===== config.mk =====
export PLATFORM = sky130hd
export DESIGN_NAME = led_sched_ctrl
export DESIGN_NICKNAME = d
export VERILOG_FILES = /design/src/rtl/led_pkg.sv /design/src/rtl/led_tick_gen.sv /design/src/rtl/led_sched_ctrl.sv
export SDC_FILE = /design/constraint.sdc
export NUM_CORES = 1
export LEC_CHECK = 0
export BUFFER_PORTS_ARGS = -buffer_cell sky130_fd_sc_hd__buf_2
export CORE_MARGIN = 2
export CORE_UTILIZATION = 35
export CTS_CLUSTER_DIAMETER = 80
export DETAILED_ROUTE_END_ITERATION = 12
export GPL_TIMING_DRIVEN = 0
export MAX_ROUTING_LAYER = met4
export PLACE_DENSITY = 0.51
export SETUP_SLACK_MARGIN = 0.5
export SYNTH_ARGS = -nofsm -noshare
export SYNTH_HDL_FRONTEND = slang
export SYNTH_HIERARCHICAL = 1
export SYNTH_SLANG_ARGS = --single-unit

===== constraint.sdc =====
create_clock -name clk -period 17.2 [get_ports clk]
set_clock_uncertainty 0.2 [all_clocks]
set_input_delay 5.16 -clock clk [delete_from_list [all_inputs] [get_ports clk]]
set_output_delay 5.16 -clock clk [all_outputs]
set_load 0.01 [all_outputs]

===== src/rtl/led_pkg.sv =====
// Shared definitions for the LED scheduler: channel modes, command FSM states and widths.
package led_pkg;

    localparam int MODE_W = 2;

    typedef enum logic [MODE_W-1:0] {
        MODE_OFF   = 2'd0,
        MODE_ON    = 2'd1,
        MODE_BLINK = 2'd2,
        MODE_PULSE = 2'd3
    } led_mode_t;

    typedef enum logic {
        IDLE  = 1'b0,
        APPLY = 1'b1
    } cmd_state_t;

endpackage


===== src/rtl/led_tick_gen.sv =====
// Shared prescaler: one-cycle tick every PRESCALE clk cycles (PRESCALE of 0 or 1 ticks every cycle).
module led_tick_gen #(
    parameter logic [31:0] PRESCALE = 32'd4
) (
    input  logic clk,
    input  logic rst,
    output logic tick
);

    localparam logic [31:0] PS_EFF = (PRESCALE <= 32'd1) ? 32'd1 : PRESCALE;

    logic [31:0] pre_cnt;

    assign tick = (pre_cnt == (PS_EFF - 32'd1));

    always_ff @(posedge clk or posedge rst) begin
        if (rst) begin
            pre_cnt <= '0;
        end else if (tick) begin
            pre_cnt <= '0;
        end else begin
            pre_cnt <= pre_cnt + 32'd1;
        end
    end

endmodule


===== src/rtl/led_sched_ctrl.sv =====
// Multi-channel LED controller with OFF/ON/BLINK/PULSE modes driven by one shared tick.
// Optional per-channel PWM brightness is enabled by defining LED_PWM_EN.
module led_sched_ctrl
    import led_pkg::*;
#(
    parameter int          N_LED    = 4,
    parameter int          CNT_W    = 32,
    parameter logic [31:0] PRESCALE = 32'd4,
    parameter int          PWM_W    = 4,
    localparam int         IDX_W    = (N_LED > 1) ? $clog2(N_LED) : 1
) (
    input  logic              clk,
    input  logic              rst,
    input  logic              cfg_valid,
    output logic              cfg_ready,
    input  logic [IDX_W-1:0]  cfg_idx,
    input  logic [MODE_W-1:0] cfg_mode,
    input  logic [CNT_W-1:0]  cfg_half,
`ifdef LED_PWM_EN
    input  logic [PWM_W-1:0]  cfg_duty,
`endif
    output logic [N_LED-1:0]  led,
    output logic [N_LED-1:0]  pulse_done
);

    cmd_state_t state_q;
    cmd_state_t state_d;
    logic       tick;
    logic       accept;
    led_mode_t  new_mode;
    logic [CNT_W-1:0] new_half;

    led_tick_gen #(
        .PRESCALE(PRESCALE)
    ) u_tick_gen (
        .clk (clk),
        .rst (rst),
        .tick(tick)
    );

    assign accept   = cfg_valid && cfg_ready;
    assign new_mode = led_mode_t'(cfg_mode);
    assign new_half = (cfg_half == '0) ? CNT_W'(1) : cfg_half;

    always_ff @(posedge clk or posedge rst) begin
        if (rst) begin
            state_q <= IDLE;
        end else begin
            state_q <= state_d;
        end
    end

    always_comb begin
        state_d = state_q;
        case (state_q)
            IDLE:    if (cfg_valid) state_d = APPLY;
            APPLY:   state_d = IDLE;
            default: state_d = IDLE;
        endcase
    end

    always_comb begin
        cfg_ready = (state_q == IDLE);
    end

`ifdef LED_PWM_EN
    logic [PWM_W-1:0] pwm_cnt;

    always_ff @(posedge clk or posedge rst) begin
        if (rst) begin
            pwm_cnt <= '0;
        end else begin
            pwm_cnt <= pwm_cnt + PWM_W'(1);
        end
    end
`endif

    for (genvar i = 0; i < N_LED; i++) begin : g_ch
        led_mode_t        mode_q;
        logic [CNT_W-1:0] cnt_q;
        logic [CNT_W-1:0] half_q;
        logic             led_q;
        logic             done_q;
        logic             hit;
        logic             at_end;

        // An out-of-range index matches no channel, so such commands are accepted but ignored.
        assign hit    = accept && (cfg_idx == IDX_W'(i));
        assign at_end = (cnt_q >= (half_q - CNT_W'(1)));

        // The command takes priority over a coincident tick; that tick is simply lost for this channel.
        always_ff @(posedge clk or posedge rst) begin
            if (rst) begin
                mode_q <= MODE_OFF;
                cnt_q  <= '0;
                half_q <= CNT_W'(1);
                led_q  <= 1'b0;
                done_q <= 1'b0;
            end else begin
                done_q <= 1'b0;
                if (hit) begin
                    mode_q <= new_mode;
                    cnt_q  <= '0;
                    half_q <= new_half;
                    led_q  <= (new_mode != MODE_OFF);
                end else if (tick) begin
                    case (mode_q)
                        MODE_BLINK: begin
                            if (at_end) begin
                                cnt_q <= '0;
                                led_q <= ~led_q;
                            end else begin
                                cnt_q <= cnt_q + CNT_W'(1);
                            end
                        end
                        MODE_PULSE: begin
                            if (at_end) begin
                                cnt_q  <= '0;
                                led_q  <= 1'b0;
                                mode_q <= MODE_OFF;
                                done_q <= 1'b1;
                            end else begin
                                cnt_q <= cnt_q + CNT_W'(1);
                            end
                        end
                        default: cnt_q <= '0;
                    endcase
                end
            end
        end

        assign pulse_done[i] = done_q;

`ifdef LED_PWM_EN
        logic [PWM_W-1:0] duty_q;

        always_ff @(posedge clk or posedge rst) begin
            if (rst) begin
                duty_q <= '1;
            end else if (hit) begin
                duty_q <= cfg_duty;
            end
        end

        // Full-scale duty bypasses the comparator so the LED is steadily on.
        assign led[i] = led_q & ((duty_q == '1) | (pwm_cnt < duty_q));
`else
        assign led[i] = led_q;
`endif
    end

endmodule


* Yosys cells after proc, flatten, opt, wreduce, memory -nomap -nowiden
Index checks and enable logic that the tools add are counted.
** Word-level totals
- Register bits :: 305
- Bits of input ports :: 39
** Operators by class
- $add $sub $neg :: 9
- $lt $le $gt $ge :: 4
- Eq/ne operators :: 20
- Multiplexer cells :: 72
- Bitwise gates (word level) :: 5
- Reduce and logical (&&, ||, !) cells :: 36
** Operators by type and width (count)
- $mux W32 :: 18
- $add A32 B1 Y32 const B :: 5
- $ge A32 B32 Y1 :: 4
- $sub A32 B1 Y32 const B :: 4
- $mux W1 :: 33
- $eq A32 B2 Y1 const B :: 1
- $logic_not A32 Y1 :: 1
- $mux W2 :: 16
- $reduce_bool A2 Y1 :: 13
- $ne A3 B3 Y1 const B :: 8
- $eq A2 B2 Y1 const B :: 10
- $reduce_and A4 Y1 :: 4
- $reduce_and A3 Y1 :: 4
- $reduce_bool A3 Y1 :: 4
- $pmux W1 S2 :: 5
- $reduce_or A2 Y1 :: 4
- $logic_and A1 B1 Y1 :: 5
- $not A1 Y1 :: 5
- $eq A2 B1 Y1 const B :: 1
- $logic_not A2 Y1 :: 1

* Longest topological paths before layout
- Word-level depth :: 6
- Gate-level depth with buffers :: 18
- Gate-level depth less buffers :: 16

* Modules after synthesis
Netlist, hierarchy kept.
** By module, submodules not included
- led_sched_ctrl :: instances 1, cells an instance 2061, area an instance 17312.9 µm², seq. area each 6836.6 µm²
- led_tick_gen :: instances 1, cells an instance 135, area an instance 1517.7 µm², seq. area each 800.8 µm²

* Worst setup path after synthesis
OpenSTA, ideal clock, no wires.
- Kind :: input-to-reg
- Start point :: input cfg_valid
- End point :: register g_ch[1].cnt_q[14]
- Library setup time :: 116 ps
- Data arrival time :: 6754 ps
- Required time :: 16884 ps
- Slack :: 10131 ps
- Stages on the path :: 10
- Path through :: nand2_1 inv_1 nand2_1 or2_2 clkbuf_1 nand3_1 or3_1 clkbuf_1 clkbuf_1 o311ai_0
** Between the ends
- Word-level cells in the longest chain between the ends :: 3
- Elaborated cells on any way between the ends :: 4
** Ends and longest elaborated chain
- start, declared :: line led_sched_ctrl.sv:14 : input logic cfg_valid,
- $logic_and A1 B1 Y1 (*) :: line led_sched_ctrl.sv:41 : assign accept = cfg_valid && cfg_ready;
- $logic_and A1 B1 Y1 (*) :: line led_sched_ctrl.sv:88 : assign hit = accept && (cfg_idx == IDX_W'(i));
- $mux W32 / $reduce_bool A2 Y1 (equally long branches)
- end signal, assigned :: line led_sched_ctrl.sv:113 : cnt_q <= cnt_q + CNT_W'(1);
- end signal, assigned :: line led_sched_ctrl.sv:123 : cnt_q <= cnt_q + CNT_W'(1);
- end, declared :: line led_sched_ctrl.sv:80 : logic [CNT_W-1:0] cnt_q;
Every way passes the cells marked *; elsewhere a longest branch is shown, timed or not.
A chain may end at the register's enable or synchronous reset.

* Worst setup path after layout
- Start point :: input cfg_valid
- End point :: register g_ch[2].cnt_q[24]
** Between the ends
- Word-level cells in the longest chain between the ends :: 3
- Elaborated cells on any way between the ends :: 4
** Ends and longest elaborated chain (line)
- $logic_and A1 B1 Y1 (*) :: led_sched_ctrl.sv:41
- $logic_and A1 B1 Y1 (*) :: led_sched_ctrl.sv:88
- $mux W32 / $reduce_bool A2 Y1 (equally long branches)
- end signal, assigned :: led_sched_ctrl.sv:113
- end signal, assigned :: led_sched_ctrl.sv:123
- end, declared :: led_sched_ctrl.sv:80
Marks and branches as above.

==> run metrics <==
run status complete, no violations; Worst VDD drop 59.9 uV; worst hold path cell count 1; Avg Inst Size Synth 8.57 um^2; # setup viols final 0; ANT nets after route 0; Slew Limit Fails 0; Starting Density 35.2%; DR iter-0 viols 1069; share of layout cells above drive strength 1 6.66%; synth unique cells 61; Syn. warnings 6; vias per cell 5.41; io pins 48; Worst-path clk slew 0.05 ns; fmax 132 MHz; largest net degree at the start of global routing 110; setup_tns 0 ns; leading cell type in the layout, fill and taps excluded nand2_1; # clock sinks 305; Vias 16300; CTS tree yes; worst skew pair latency 0.57 ns; commonest cells after routing, fill and taps aside nand2_1 (582), dfrtp_1 (301), ha_1 (137); worst reg2reg startpoint g_ch[1].half_q[16]$_DFFE_PP0P_; Max Cap Violations 0; CTS Hold Bufs 0; DRC violations left 0; Post-synth ARST share 100%; largest cells by area after synthesis dfrtp_1 (40%), nand2_1 (12%), ha_1 (9.1%); DP Cell Count 2939; Synth area leader dfrtp_1; Setup crit start kind input port; Mapped Area 0.0188 mm^2; WP data arrival 7.83 ns; headroom to the max-slew limit 23.2%; Reg2Reg Depth 17; CTS root buf clkbuf_16; Synth Instances 2196; Worst setup startpoint cfg_valid; core area 0.0535 mm^2; Final Cycle Share 44.2%; CTS resizes 0; Synth top area share 40.0%; Post-Syn Nets 2372; Die Y-Extent 236 um; Hold Crit Class reg2reg; row count 85; # H-tree levels 2; Least-Margin Pin Slew 1.15 ns; Final Net Count 2461; post-CTS setup buffers 0; Main synth FF type dfrtp_1; fin crit period 7.60 ns; clock buffer depth 3; drt pass-1 iters 5; # port buffers 45; initial antenna violation count 1; area grow syn2layout 13.1%; pwr/cell area 95.7 mW/mm^2; total CTS buffers 39; DP Wirelength 39500 um; Hold Startpoint u_tick_gen/pre_cnt[31]$_DFF_PP0_; GPL Wtd Cong 0.832; Final Power 2.04 mW; gr usage total 20.3%; total die area 0.0557 mm^2; wirelength, routed 54500 um; EDFF count, synth 0; LEAKAGE 9.33 nW; Worst Path Required 17.44 ns; per-cell routed wire length 18.1 um; first-pass GRT wire length 87700 um; critical path capture point type register; Die Width 236 um; CP Max Fanout 10; post-synthesis sequential area ratio 40.6%; post-route insts no fill 3009; number of global-route vias before repair 15600; RSZ-0062 raised after global routing no; gr ovfl total 0; worst hold slack 0.283 ns; Crit Path Category in2reg; endpoints failing hold 0; #FFs+latches synth 305
## Yosys cell counts, drive strengths merged, types with 22 or more instances
library cell / number
nand2: 582
dfrtp: 301
ha: 137
nand3: 136
xnor2: 117
nor2: 107
o21ai: 83
a21oi: 72
nor3: 61
xor2: 60
clkbuf: 59
nor4: 52
inv: 51
nand4: 47
and3: 41
o311ai: 39
or3: 31
and4: 22
mux2i: 22
## area by class of cell
class	instances	area [um^2]
inverter	51	199
multi-input combinational	1763	10700
timing repair buffer	48	308
clock buffer	54	1110
fill	5438	32200
tap	696	871
clock inverter	14	160
antenna	1	2.50
buffer	77	332
sequential	305	7640
## critical path, cell delays in order
cell      delay (ns)
buf_2           0.07
nand2_1         0.08
inv_1           0.27
nand2_1         0.12
nor2_1          0.69
nor2_1          0.20
nand3_1         0.41
clkbuf_1        0.46
o22ai_1         0.16
a22o_1          0.21
## final timing paths
path / slack (ns) / end
worst max-delay path: 9.60 / g_ch[2].cnt_q[24]$_DFFE_PP0P_
worst min-delay path: 0.28 / u_tick_gen/pre_cnt[31]$_DFF_PP0_
worst max register to register: 11.55 / g_ch[1].cnt_q[3]$_DFFE_PP0P_
worst min register to register: 0.28 / u_tick_gen/pre_cnt[31]$_DFF_PP0_
max in group asynchronous: 10.90 / g_ch[0].half_q[6]$_DFFE_PP0P_
min in group asynchronous: 4.41 / u_tick_gen/pre_cnt[18]$_DFF_PP0_
## registers in the layout (all words and copies together) (netlist names)
| signal | flops |
|---|---|
| g_ch.cnt_q | 128 |
| g_ch.mode_q | 8 |
| u_tick_gen/pre_cnt | 32 |
| g_ch.done_q | 4 |
| state_q | 1 |
| g_ch.led_q | 4 |
| g_ch.half_q | 128 |
## metal layers
metal,GRT usage [%],routed length [um],vias to the layer above
met4,4.03,829,0
met3,4.08,3010,59
met2,31.5,24600,338
li1,-,-,7912
met5,-,0,-
met1,27.7,26100,7963
## cells by family (layout without fill, tap and decap cells)
| logic type | after synthesis | after routing | synth area share (%) |
|---|---|---|---|
| and+or+nand+nor | 1154 | 1154 | 28.9 |
| DFF | 305 | 305 | 40.6 |
| AOI/OAI and AO/OA | 273 | 273 | 9.31 |
| xor gates and xnor gates | 177 | 177 | 8.23 |
| adders and majority gates | 137 | 137 | 9.10 |
| buffers and inverters | 128 | 244 | 2.78 |
| muxes | 22 | 22 | 1.17 |
| other | 0 | 1 | 0 |
## through the flow
stage               worst slack (ns)  cell area [um^2]  util (%)
global route                    9.43             21300      39.8
detailed placement              9.09             20000      37.4
global placement               0.435             19900      37.2
CTS                             9.68             21300      39.8
finish                          9.60             21300      39.8
floorplan                       4.32             18800         -
## where the power goes
part	switching (mW)	total [mW]	leakage (nW)	internal [mW]
registers	0.0855	0.872	4.03	0.787
logic	0.191	0.333	4.66	0.142
clock network	0.336	0.833	0.634	0.497
total	0.613	2.04	9.33	1.43
Note: power is estimated with default switching activity, not from simulation.
